<file path="config.mk">
export PLATFORM = sky130hd
export DESIGN_NAME = timer_multi_param
export DESIGN_NICKNAME = d
export VERILOG_FILES = /design/src/rtl/timer_multi_param.sv
export SDC_FILE = /design/constraint.sdc
export NUM_CORES = 1
export LEC_CHECK = 0
export ABC_CLOCK_PERIOD_IN_PS = 5000
export BUFFER_PORTS_ARGS = -buffer_cell sky130_fd_sc_hd__buf_2
export CAP_MARGIN = 10
export CORE_UTILIZATION = 61
export CTS_CLUSTER_SIZE = 30
export DETAILED_ROUTE_END_ITERATION = 7
export PLACE_DENSITY = 0.79
export SYNTH_ARGS = -nofsm -noshare
export SYNTH_HDL_FRONTEND = slang
export SYNTH_SLANG_ARGS = --single-unit
</file>
<file path="constraint.sdc">
create_clock -name clk -period 5 [get_ports clk]
set_input_delay 1 -clock clk [delete_from_list [all_inputs] [get_ports clk]]
set_output_delay 1 -clock clk [all_outputs]
set_load 0.02 [all_outputs]
</file>
<file path="src/rtl/timer_multi_param.sv">
// timer_multi_param: N-digit BCD stopwatch / countdown / auto-reload timer with a built-in 7-segment scanner.
// Ports:
//   clk       system clock
//   reset     asynchronous active-low reset
//   stopstart single-cycle start/stop pulse (debounced, synchronised)
//   modesel   00 up, 01 countdown, 10 auto-reload countdown, 11 clear
//   value     BCD preset loaded into the top VALUE_W/4 digits
//   count     current BCD count
//   running   high in RUN
//   done      high in DONE; one-cycle pulse per reload in mode 10
//   an        active-low one-hot digit enables
//   sseg      active-low segments {dp,g,f,e,d,c,b,a}
module timer_multi_param #(
    parameter int DIGITS   = 4,
    parameter int TICK_DIV = 1000000,
    parameter int SCAN_DIV = 2000,
    parameter int VALUE_W  = 8
) (
    input  logic                clk,
    input  logic                reset,
    input  logic                stopstart,
    input  logic [1:0]          modesel,
    input  logic [VALUE_W-1:0]  value,
    output logic [4*DIGITS-1:0] count,
    output logic                running,
    output logic                done,
    output logic [DIGITS-1:0]   an,
    output logic [7:0]          sseg
);
    localparam int CW = 4 * DIGITS;
    localparam int PW = TICK_DIV > 1 ? $clog2(TICK_DIV) : 1;
    localparam int SW = SCAN_DIV > 1 ? $clog2(SCAN_DIV) : 1;
    localparam int IW = $clog2(DIGITS);
    typedef enum logic [1:0] {IDLE, RUN, PAUSE, DONE} state_t;
    state_t            state_q, state_d;
    logic [1:0]        mode_q, mode_d;
    logic [CW-1:0]     cnt_q, cnt_d, inc, dec, preset;
    logic [PW-1:0]     pre_q, pre_d;
    logic [SW-1:0]     spre_q, spre_d;
    logic [IW-1:0]     idx_q, idx_d;
    logic [DIGITS-1:0] an_q, an_d;
    logic [7:0]        sseg_q, sseg_d;
    logic              tick, reload, running_q, done_q, scan_on_q, step, carry, borrow;
    function automatic logic [6:0] seg7(input logic [3:0] d);
        case (d)
            4'd0: seg7 = 7'h40;
            4'd1: seg7 = 7'h79;
            4'd2: seg7 = 7'h24;
            4'd3: seg7 = 7'h30;
            4'd4: seg7 = 7'h19;
            4'd5: seg7 = 7'h12;
            4'd6: seg7 = 7'h02;
            4'd7: seg7 = 7'h78;
            4'd8: seg7 = 7'h00;
            4'd9: seg7 = 7'h10;
            default: seg7 = 7'h7F;
        endcase
    endfunction
    // Preset occupies the most significant digits; lower digits are zero.
    assign preset = CW'(value) << (CW - VALUE_W);
    assign tick   = state_q == RUN && pre_q == PW'(TICK_DIV - 1);
    assign step   = spre_q == SW'(SCAN_DIV - 1);
    // Ripple BCD increment and decrement across all digits in one cycle.
    always_comb begin
        carry  = 1'b1;
        borrow = 1'b1;
        inc    = cnt_q;
        dec    = cnt_q;
        for (int i = 0; i < DIGITS; i++) begin
            inc[4*i +: 4] = carry ? (cnt_q[4*i +: 4] == 4'd9 ? 4'd0 : cnt_q[4*i +: 4] + 4'd1) : cnt_q[4*i +: 4];
            dec[4*i +: 4] = borrow ? (cnt_q[4*i +: 4] == 4'd0 ? 4'd9 : cnt_q[4*i +: 4] - 4'd1) : cnt_q[4*i +: 4];
            carry  = carry && cnt_q[4*i +: 4] == 4'd9;
            borrow = borrow && cnt_q[4*i +: 4] == 4'd0;
        end
    end
    always_comb begin
        state_d = state_q;
        mode_d  = mode_q;
        cnt_d   = cnt_q;
        pre_d   = pre_q;
        reload  = 1'b0;
        case (state_q)
            IDLE: begin
                cnt_d = modesel[0] ^ modesel[1] ? preset : '0;
                if (stopstart && modesel != 2'b11) begin
                    mode_d  = modesel;
                    state_d = (modesel == 2'b00 || value != '0) ? RUN : (modesel == 2'b01 ? DONE : IDLE);
                end
            end
            RUN: begin
                pre_d = tick ? '0 : pre_q + 1'b1;
                if (stopstart) state_d = PAUSE;
                if (tick) begin
                    cnt_d = mode_q == 2'b00 ? inc : (dec == '0 && mode_q == 2'b10) ? preset : dec;
                    // Reaching zero: one-shot ends in DONE (beats PAUSE), auto-reload pulses done.
                    if (mode_q != 2'b00 && dec == '0) begin
                        state_d = mode_q == 2'b01 ? DONE : state_d;
                        reload  = mode_q == 2'b10;
                    end
                end
            end
            PAUSE: if (stopstart) state_d = RUN;
            default: begin
                cnt_d = '0;
                if (stopstart) state_d = IDLE;
            end
        endcase
        if (modesel == 2'b11) begin
            state_d = IDLE;
            cnt_d   = '0;
            pre_d   = '0;
            reload  = 1'b0;
        end
    end
    // Display outputs are computed from next-state values so an/sseg line up with the registered index and count.
    always_comb begin
        spre_d = step ? '0 : spre_q + 1'b1;
        idx_d  = step && scan_on_q ? (idx_q == IW'(DIGITS - 1) ? '0 : idx_q + 1'b1) : idx_q;
        an_d   = scan_on_q || step ? ~(DIGITS'(1) << idx_d) : '1;
        sseg_d = scan_on_q || step ? {!(32'(idx_d) == 2 || state_d == DONE), seg7(cnt_d[4*idx_d +: 4])} : 8'hFF;
    end
    always_ff @(posedge clk or negedge reset) begin
        if (!reset) begin
            state_q   <= IDLE;
            mode_q    <= 2'b00;
            cnt_q     <= '0;
            pre_q     <= '0;
            running_q <= 1'b0;
            done_q    <= 1'b0;
            spre_q    <= '0;
            idx_q     <= '0;
            scan_on_q <= 1'b0;
            an_q      <= '1;
            sseg_q    <= 8'hFF;
        end else begin
            state_q   <= state_d;
            mode_q    <= mode_d;
            cnt_q     <= cnt_d;
            pre_q     <= pre_d;
            running_q <= state_d == RUN;
            done_q    <= state_d == DONE || reload;
            spre_q    <= spre_d;
            idx_q     <= idx_d;
            scan_on_q <= scan_on_q || step;
            an_q      <= an_d;
            sseg_q    <= sseg_d;
        end
    end
    assign count   = cnt_q;
    assign running = running_q;
    assign done    = done_q;
    assign an      = an_q;
    assign sseg    = sseg_q;
endmodule

</file>
=== Word level (Yosys, flattened, before mapping) ===
Memory sizes are Yosys's and may differ from the RTL's.
Cells that the tools add are included.

* Add/sub/neg operators: 11
* Equality and inequality tests: 17
* Shift operators: 2
* Mux-type cells: 43
* Bitwise logic cells: 2
* Reductions and logical operators: 26

{| class="wikitable"
|+ Operator list
! kind !! number
|-
| 16-bit two-way mux || 5
|-
| 20-bit two-way mux || 3
|-
| 4-bit two-way mux || 15
|-
| 16-bit one-hot mux with 3 select lines || 1
|-
| 2-bit two-way mux || 12
|-
| 20-bit by 1-bit adder with 20-bit output (second input constant) || 1
|-
| 20-bit equality test (second input constant) || 1
|-
| 4-bit by 1-bit adder with 4-bit output (second input constant) || 4
|-
| 4-bit equality test (second input constant) || 4
|-
| 16-bit logical NOT || 1
|-
| 4-bit logical NOT || 4
|-
| 16-bit by 5-bit variable part select with 4-bit output || 1
|-
| 4-bit by 1-bit subtractor with 4-bit output (second input constant) || 4
|-
| 2-bit equality test (second input constant) || 6
|-
| 11-bit by 1-bit adder with 11-bit output (second input constant) || 1
|-
| 11-bit equality test (second input constant) || 1
|-
| 11-bit two-way mux || 1
|-
| 1-bit logical AND || 9
|-
| 2-bit by 1-bit equality test with 1-bit output (second input constant) || 4
|-
| 8-bit two-way mux || 1
|-
| 8-bit nonzero test || 1
|-
| 2-bit logical NOT || 3
|-
| 2-bit one-hot mux with 3 select lines || 1
|-
| 1-bit logical OR || 4
|-
| other kinds (9) || 13
|}

* Register bits: 68
* Memory bits (read-only): 112
* Input port bits: 13
* Output and inout bits: 30
* Word-level logic and storage cells: 113
* Memories: 1

{| class="wikitable"
|+ Memory list
! memory !! depth !! bits a word !! read ports !! clocked after Yosys merged registers in !! wr ports !! line !! text
|-
| (name not given) || 16 || 7 || 1 || 0 || 0 || 45 || <nowiki>case (d)</nowiki>
|}

=== Depth between registers and ports, before layout ===
Gate-level depths: netlist of the first run.

* Depth in word-level cells: 14
* Gate-level depth with buffers: 16
* Gate-level depth less buffers: 14

=== Worst setup path before layout of the first run ===
OpenSTA, ideal clock, no wires.

* Path kind: register to register
* From: register cnt_q[13], in the netlist count[13]
* To: register sseg_q[6], in the netlist sseg[6]
* Setup time: 0.086 ns
* Arrival time: 3.784 ns
* Data required time: 4.914 ns
* Slack: 1.131 ns
* Stages on the path, launching flop included: 17
* Path buffers: 2
* Clock period less this slack: 3.869 ns
* Path through: dfrtp_1 clkbuf_1 inv_1 ha_1 buf_1 or4b_1 nor4_1 or3_1 nand4_2 a31oi_1 a311oi_1 mux2_2 a22oi_1 inv_1 ha_1 o21a_1 a2111o_1

* Longest elaborated chain between the ends: 13
* Elaborated cells on any way between the ends: 18
* Classes of those cells: 2 x add/sub; 1 x eq/ne; 1 x shift; 10 x mux; 3 x reduce/logical; 1 x memory

{| class="wikitable"
|+ RTL lines
! element !! line !! text
|-
| from (decl) || 37 || <nowiki>logic [CW-1:0] cnt_q, cnt_d, inc, dec, preset;</nowiki>
|-
| from (signal assigned) || 138 || <nowiki>cnt_q <= cnt_d;</nowiki>
|-
| 4-bit by 1-bit subtractor with 4-bit output or 4-bit logical NOT (tied branches) || -- ||
|-
| 4-bit two-way mux || 71 || <nowiki>dec[4*i +: 4] = borrow ? (cnt_q[4*i +: 4] == 4'd0 ? 4'd9 : cnt_q[4*i +: 4] - 4'd1) : cnt_q[4*i +: 4];</nowiki>
|-
| 4-bit two-way mux * || 71 ||
|-
| 16-bit logical NOT * || 94 || <nowiki>cnt_d = mode_q == 2'b00 ? inc : (dec == '0 && mode_q == 2'b10) ? preset : dec;</nowiki>
|-
| 1-bit logical AND * || 94 ||
|-
| 16-bit two-way mux * (2 in series) || 94 ||
|-
| 16-bit two-way mux * || 93 || <nowiki>if (tick) begin</nowiki>
|-
| 16-bit one-hot mux with 3 select lines * || 82 || <nowiki>case (state_q)</nowiki>
|-
| 16-bit two-way mux * || 108 || <nowiki>if (modesel == 2'b11) begin</nowiki>
|-
| via cnt_d[0] || 37 ||
|-
| 16-bit by 5-bit variable part select with 4-bit output * || 120 || <nowiki>sseg_d = scan_on_q || step ? {!(32'(idx_d) == 2 || state_d == DONE), seg7(cnt_d[4*idx_d +: 4])} : 8'hFF;</nowiki>
|-
| memory read 16 x 7 bit * || -- ||
|-
| 8-bit two-way mux * || 120 ||
|-
| via sseg_d[6] || 42 || <nowiki>logic [7:0] sseg_q, sseg_d;</nowiki>
|-
| to (signal assigned) || 146 || <nowiki>sseg_q <= sseg_d;</nowiki>
|-
| to (decl) || 42 ||
|}

The timed path passes the listed nets; every way through them passes the cells marked *.
A chain may end at the register's enable or synchronous reset.

=== Final worst setup path of the first run ===
* From: register cnt_q[0], in the netlist count[0]
* To: register sseg_q[3], in the netlist sseg[3]

* Longest elaborated chain between the ends: 14
* Elaborated cells on any way between the ends: 26
* Classes of those cells: 2 x add/sub; 1 x eq/ne; 1 x shift; 14 x mux; 7 x reduce/logical; 1 x memory

{| class="wikitable"
|+ RTL lines
! element !! line
|-
| parallel branches: the longest is 9 deep, another holds 4-bit by 1-bit subtractor with 4-bit output || --
|-
| 16-bit one-hot mux with 3 select lines * || 82
|-
| 16-bit two-way mux * || 108
|-
| 16-bit by 5-bit variable part select with 4-bit output * || 120
|-
| memory read 16 x 7 bit * || --
|-
| 8-bit two-way mux * || 120
|-
| via sseg_d[3] || 42
|}

Mark *: on every way through the listed nets, which the timed path passes.

==> results of run 1 <==
-- layout make-up --
cell class / instances / area (sq um)
Tap cell: 105 / 131
Timing Repair Buffer: 50 / 270
Clock inverter: 7 / 80.1
Inverter: 27 / 101
Sequential cell: 68 / 1720
Clock buffer: 9 / 124
Multi-Input combinational cell: 500 / 3330
Fill cell: 652 / 2550
-- synth_stat cells (7+ instances only) --
master	count	area (sq um)
dfstp_2	12	315
xor2_1	17	149
inv_1	25	93.8
nand4_1	15	93.8
nor2_1	76	285
clkbuf_1	30	113
ha_1	25	313
a31oi_1	12	75.1
a21oi_1	23	115
dfrtp_1	56	1400
nor4_1	9	56.3
nor4b_1	7	61.3
nor2b_1	8	50.1
nand2b_1	10	62.6
nand3_1	24	120
nand2_1	59	221
a211oi_1	9	67.6
nor3_1	19	95.1
o21ai_0	29	145
xnor2_1	7	61.3
-- cell families after synthesis --
family | Yosys count
compound gates | 153
xor+xnor | 24
simple gates | 289
fa+ha+maj | 25
flops | 68
buf+inv | 64
mux | 9
-- how the worst max path moves through the flow --
stage,start,endpoint,slack [ps]
after global routing,count[0],sseg[3],340
after detailed placement,count[0],sseg[6],780
after global placement,state_q[0],sseg[6],890
after floorplan,count[13],sseg[6],1130
final,count[0],sseg[3],630
after CTS,count[0],sseg[6],740
-- metal layers --
metal	wire length [um]	share of wire, %	vias to the layer above	track usage [%]
met5	0	0	-	0
met4	442	2.9	0	14.0
met1	6520	42	2498	48.8
met3	1480	9.6	47	8.05
met2	7060	46	308	54.8
li1	-	-	2394	-
-- per-stage QoR --
step           area, sq um  power (W)  hold WS [ps]
2_1_floorplan         5300   0.000891           455
3_3_place_gp          5550    0.00101           475
3_5_place_dp          5550    0.00102           486
4_1_cts               5750    0.00150           498
5_1_grt               5750    0.00157           517
6_report              5750    0.00151           491
-- worst max-delay path: stages (launching register included) --
cell,delay [ps]
dfrtp_1,510
inv_1,150
ha_1,270
or3b_1,560
nor4_2,400
o221a_2,250
nand4_2,230
o311ai_0,410
nand4_1,210
o22ai_1,310
a22oi_1,250
ha_1,350
and4_1,150
a211oi_1,230
-- power by group through the flow --
stage                     Sequential (W)  Combinational [W]  Clock, W
after global placement          0.000649           0.000362         0
after CTS                       0.000640           0.000366  0.000493
after global routing            0.000649           0.000406  0.000517
after detailed placement        0.000651           0.000364         0
final                           0.000645           0.000377  0.000490
after floorplan                 0.000618           0.000273         0
-- registers in the layout, indices dropped and copies added (netlist names) --
| signal | cells |
|---|---|
| done | 1 |
| an | 4 |
| mode_q | 2 |
| sseg | 8 |
| spre_q | 11 |
| running | 1 |
| state_q | 2 |
| scan_on_q | 1 |
| pre_q | 20 |
| count | 16 |
| idx_q | 2 |
==> summary by stage, run 1 <==
Detailed routing
The remaining routing DRC violations is 0. The number of vias after detailed routing is 5247. The detailed-routing iteration count for the pre-antenna-repair pass is 6.

The post-detailed-route wirelength per cell is just over 20 um. The post-detailed-route count of antenna-violating nets is 0. Dividing the detail-routed via count by the number of cells gives a little under 7. The routed design has roughly 15000 um of wire. After the first detailed-routing iteration, the DRC count stood at between 400 and 500.

CTS
After clock tree synthesis, the clock-pin slew on the worst setup and hold paths is 100 ps. The root buffer cell chosen for the clock tree is clkbuf_8. Buffers inserted during clock tree synthesis total 9.

The source-to-sink clock delay at the later pin of the worst-skew pair is about 360 ps. The number of hold buffers added after CTS was 0. Once the clock tree was built, the setup fixing pass inserted 0 buffers.

The number of cells upsized or downsized after cts is 0. The count of clock tree sinks is 68. Counting along the longest clock path gives a buffer depth of 2. The number of levels the H-tree was split into is 3.

TritonCTS built the clock tree.

GRT
Entering global routing, the biggest net connects 69 pins. The number of antenna violations at the first check in global routing is 0. Global routing finished with a remaining overflow of 0.

Global routing consumed, over all layers together, about 36% of the routing resources. The via count of the first global-routing pass is between 4000 and 5000. The first global-routing pass estimated around 25000 um of wire.

Cells and area
Leaving out fill and tap cells, the most frequent cells in the layout are nor2_1, nand2_1, dfrtp_1. The number of standard cells in the layout, taps in and fillers out is around 770. The post-route netlist has 16.5% of its cells at a drive strength greater than 1.

The post-route core utilization is roughly 69%. The layout overhead on the synthesized area is 8.58%. The library cell used most frequently in the layout, excluding fill and tap cells, is nor2_1. The number of diodes is 0. The layout net count is slightly below 700.

Floorplan
The width of the die is roughly 95 um. The initial utilization of the core area, before any placement, comes to 63.8%. The area of the core is just over 8000 sq um.

The number of cell rows is 33. The vertical die dimension is 95.2 um. The die outline area is 9060 sq um.

For this design the top-level I/O count stands at 43.

STA
Setup repair after global routing left no endpoint under its margin. The final count of pins violating max slew is 0. The tightest slew margin relative to the limit is roughly 40%. The highest clock rate is roughly 230 MHz. For the pin with the worst max-slew slack, the measured transition is between 800 and 900 ps. The final-layout setup total negative slack is 0 ps. Dividing the final minimum period by the clock period gives roughly 87%. The final hold violation count was 0.

Setup violations remaining at the end of the flow were counted as 0. The worst-case clock skew is 17.8 ps. The minimum period implied by the final worst setup slack is 4370 ps.

Setup slack on the critical path of the routed design comes to 629 ps.

Setup path
The startpoint identified for the worst register-to-register timing path is count[0]. Data on the critical path is required at its endpoint by between 5000 and 6000 ps. The register-to-register setup slack is 630 ps. The worst register-to-register path ends at sseg[3].

Counting cells, the worst reg-to-reg path comes to 13. STA puts the critical path data arrival time at roughly 4600 ps. STA classifies the critical path endpoint as a flop. STA classifies the critical path startpoint as a flop. The worst setup path is of the flop to flop kind. The worst-path maximum fanout is 11.

Pwr
The standby leakage power is 2.43 nW. The internal power of the cells is about 0.00094 W. The net switching fraction of the power is approximately 38%.

The power density relative to cell area is 263 nW/um^2. Combinational logic burns approximately a quarter of the power. The fraction of power consumed by the clock network is between 30% and 40%. The part of the power in registers is between 40% and 50%. The worst-case vdd ir drop is approximately 0.25 mV.

The total net switching power is between 0.0005 and 0.0006 W.

Placed design
Detailed placement finished with a half-perimeter wire length of between 10000 and 15000 um. Prior to clock tree synthesis, the placed netlist has a worst setup slack of a little under 800 ps. The count of buffers added on input and output ports is 42. The congestion estimate from routability-driven global placement came to approximately 0.97. The count of placed standard cells including taps is 750.

Logic synthesis
The post-synthesis cell count is 632. The post-synthesis sequential element count is between 60 and 70. The post-synthesis async set-or-reset flop share is 100%. The predominant post-synthesis flop cell is dfrtp_1. The share of the yosys chip area belonging to registers is between 30% and 40%. The synthesized cell area is between 5000 and 6000 sq um. The synthesized net count is 670. The number of enable flip-flop cells after synthesis is 0. Summing the areas of all compound-gate instances in the mapped netlist gives approximately a fifth of the synthesized area. The combinational family with the most area after synthesis is simple AND/OR/NAND/NOR gates. The distinct cell type count after synthesis is 87. The average footprint of a synthesized cell is roughly 8.4 sq um. The share of the synthesized netlist area taken by xor and xnor gates is around 4.0%.

During synthesis, Yosys emitted a total of 0 warnings. The synthesized-area fraction occupied by adder cells is between 5 and 6%. Summing the areas of all and, or, nand and nor instances in the mapped netlist gives 30.1% of the synthesized area.

Multiplexer cells account for 2.10% of the synthesized area.

Worst hold path
The worst hold path class is flop to flop. For hold timing, the worst endpoint is spre_q[9]. The hold path startpoint is spre_q[9].

The count of cells along the worst hold path is 1.

Flow run
The tool flagged a number of max-cap violations equal to 0.

Status
The run finished with clean final reports.
(Power assumes the default switching activity.)
==> inputs of run 2 (changes only) <==
--- a/config.mk
+++ b/config.mk
@@ -11,7 +11,7 @@
 export CORE_UTILIZATION = 61
 export CTS_CLUSTER_SIZE = 30
 export DETAILED_ROUTE_END_ITERATION = 7
-export PLACE_DENSITY = 0.79
+export PLACE_DENSITY = 0.88
 export SYNTH_ARGS = -nofsm -noshare
 export SYNTH_HDL_FRONTEND = slang
 export SYNTH_SLANG_ARGS = --single-unit
==> run 2 against run 1 <==
Non-clock buffer count rose by 5. Worst setup slack improved by 39 ps. Critical path depth rose by 1. Via count did not move. Global-route usage rose by 1.5 points. Clock power barely moved. Register-to-register slack improved by 40 ps. Largest cell class unchanged.
==> summary by stage, run 2 (same netlist as run 1, synthesis figures left out) <==
Worst hold path
The path with the worst hold slack has its endpoint at spre_q[9]. The worst hold path class is flop to flop. The worst hold path begins at spre_q[9].

The count of cells along the worst hold path came to 1 (unchanged).

Pwr
The logic gate share of total power is 26.4% (+1.5 points). The total net switching power was 0.000575 W (+0.89%). The part of the power in registers is 41.5% (-1.2 points). The worst-case vdd ir drop is 0.211 mV (-16%). The standby leakage power is 2.45 nW (+1.1%). The power density relative to cell area is 263 nW/um^2 (+0.16%).

The internal power of the cells is 0.000950 W (+0.84%). The fraction of power consumed by the clock network is 32.2% (-0.2 points). The net switching fraction of the power is 37.7% (about the same).

Detailed routing
The detailed-routing iteration count for the pre-antenna-repair pass was 5 (-1). The post-detailed-route wirelength per cell is 20.9 um (+3.4%). The wire length on met2 was 7660 um (+8.5%). The via count normalized by instance count came to 6.81 (-0.65%). The top routing layer in use is met4.

The overall routed net length was 16100 um (+4.1%). The post-detailed-route count of antenna-violating nets is 0 (unchanged). The number of vias after detailed routing is 5247 (unchanged).

The remaining routing DRC violations was 0 (unchanged). The DRC violation total after the first TritonRoute iteration is 608 (+25%). The total met3 wirelength after detailed routing is 1570 um (+5.8%). The length of routed wiring on met1 is 6530 um (+0.26%).

Placed design
The routability congestion estimate from global placement is 0.944 (-2.6%). The half-perimeter wire length of the detailed placement result is 11900 um (+7.4%). The total placed instance area is 5580 sq um (+0.68%). The number of input and output port buffers inserted is 42 (unchanged).

CTS
The hold-fix buffer count after cts is 0 (unchanged). The clock slew at the register clock pins of the worst setup and hold paths is 90 ps (about the same). The number of cells upsized or downsized after cts is 0 (unchanged). The source-to-sink clock delay at the later pin of the worst-skew pair is 360 ps (about the same). The count of clock tree sinks was 68 (unchanged). The number of buffers added for setup after CTS came to 0 (unchanged). The clock tree buffer depth is 2 (unchanged). The number of buffers added by the clock tree synthesis step was 9 (unchanged). Clock tree synthesis selected as its root buffer the cell clkbuf_8. TritonCTS built the clock tree. The number of levels the H-tree was split into was 3 (unchanged).

Cells and area
The sequential cell area came to 1720 sq um (unchanged). The post-route core utilization was 69.8% (+0.48 points). In the layout the commonest cells are nor2_1, nand2_1, dfrtp_1. The register with the most flip-flops in the final layout is pre_q. The number of flip-flops under the largest register name is 20 (unchanged).

The layout overhead on the synthesized area is 9.33%. The number of fill cells is 658 (+0.92%). The number of diodes is 0 (unchanged). The layout net count came to 699 (+0.72%). The multi-input logic area is 3330 sq um (unchanged). The fraction of final layout cells sized beyond drive strength 1 came to 17.1% (+0.63 points). The most common library cell in the layout ignoring fill and taps is nor2_1. The cell area after layout came to 5790 sq um (+0.70%).

GRT
The aggregate global-route resource usage is 37.2% (+1.5 points). The remaining global-route overflow is 0 (unchanged). The via count of the first global-routing pass is 5011 (+4.7%). The wire length of the first global-routing pass is 25500 um (+2.9%). The largest net degree at the start of global routing is 45 (-35%).

The number of antenna violations at the first check in global routing is 0 (unchanged).

Floorplan
The initial core utilization is 63.8% (unchanged). The number of I/O pins was 43 (unchanged). The vertical die dimension is 95.2 um (unchanged).

The die outline area was 9060 sq um (unchanged). The number of cell rows is 33 (unchanged). The width of the die was 95.2 um (unchanged). The area of the core came to 8300 sq um (unchanged).

STA
The highest clock rate is 231 MHz (+0.90%). Setup repair after global routing left no endpoint under its margin. The final hold violation count is 0 (unchanged). The final-layout setup total negative slack is 0 ps (unchanged). The final count of pins violating max slew is 0 (unchanged). The worst-case clock skew was 12.7 ps (-5.13 ps). The measured slew at the worst slew-check pin is 1000 ps (+109 ps). The minimum period implied by the final worst setup slack is 4330 ps (-39.1 ps). The tightest slew margin relative to the limit was 33.1% (-7.2 points). The period utilization came to 86.6% (-0.78 points).

The final worst hold slack is 498 ps (+6.66 ps). The number of setup violations in the final report was 0 (unchanged).

Setup path
The sum of buffers and inverters on the critical path came to 2 (+1). The top cell family by delay on the critical path is compound AO/OA/AOI/OAI gates. The worst flop-to-flop path endpoint is sseg[6]. The required arrival time at the worst endpoint was 5280 ps (about the same). The data arrival time of the critical path is 4610 ps (-30 ps). The slowest library cell on the worst path is or3b_1. The number of cells on the worst reg-to-reg path came to 14 (+1). The register-to-register setup slack is 670 ps (+40 ps). The maximum cell stage delay along the critical path is 550 ps (about the same). The launching point of the worst reg2reg path is count[1]. The worst-path maximum fanout is 10 (-1). The cell depth of the worst setup path came to 14 (+1). The worst setup path is captured at a flop. The signal on the critical path passes through inv_1, ha_1, or3b_1, nor4_2, o221a_2, nand4_2, a31oi_1, a311oi_1, mux2_2, a22oi_1, inv_1, ha_1, o21a_1, a2111o_1. The worst setup path is of the flop to flop kind. The startpoint type of the worst setup path is a flop.

Flow run
The number of max-cap violations is 0 (unchanged).

Status
The run finished with clean final reports.
run 2: power by group through the flow:
stage	Combinational, W	Sequential [W]	Clock, W
detailed placement	0.000389	0.000640	0
floorplan	0.000273	0.000618	0
global placement	0.000388	0.000639	0
global route	0.000435	0.000636	0.000514
CTS	0.000391	0.000629	0.000494
finish	0.000402	0.000633	0.000490
run 2: layout make-up:
type / instances / area share, %
multi-input cells: 500 / 57.4
flip-flops and latches: 68 / 29.7
repair buffers: 55 / 5.32
well taps: 105 / 2.27
clock buffers: 9 / 2.14
inverters: 27 / 1.75
clock inverters: 7 / 1.43
run 2: per-stage QoR:
stage	power (W)	setup slack, ps	std cells
after floorplan	0.000891	1130	632
after global placement	0.00103	885	755
after detailed placement	0.00103	735	755
after CTS	0.00151	706	771
after global routing	0.00158	405	771
final	0.00153	668	771
run 2: layer usage:
metal  GRT usage (%)  up-vias
li1                -     2406
met3            7.97       39
met2            61.4      306
met4            13.8        0
met5               0        -
met1            47.8     2496
run 2: worst max-delay path by stage:
stage,start,endpoint
floorplan,count[13],sseg[6]
global placement,count[0],sseg[6]
detailed placement,count[0],sseg[6]
CTS,count[0],sseg[6]
global route,count[0],sseg[6]
finish,count[1],sseg[6]
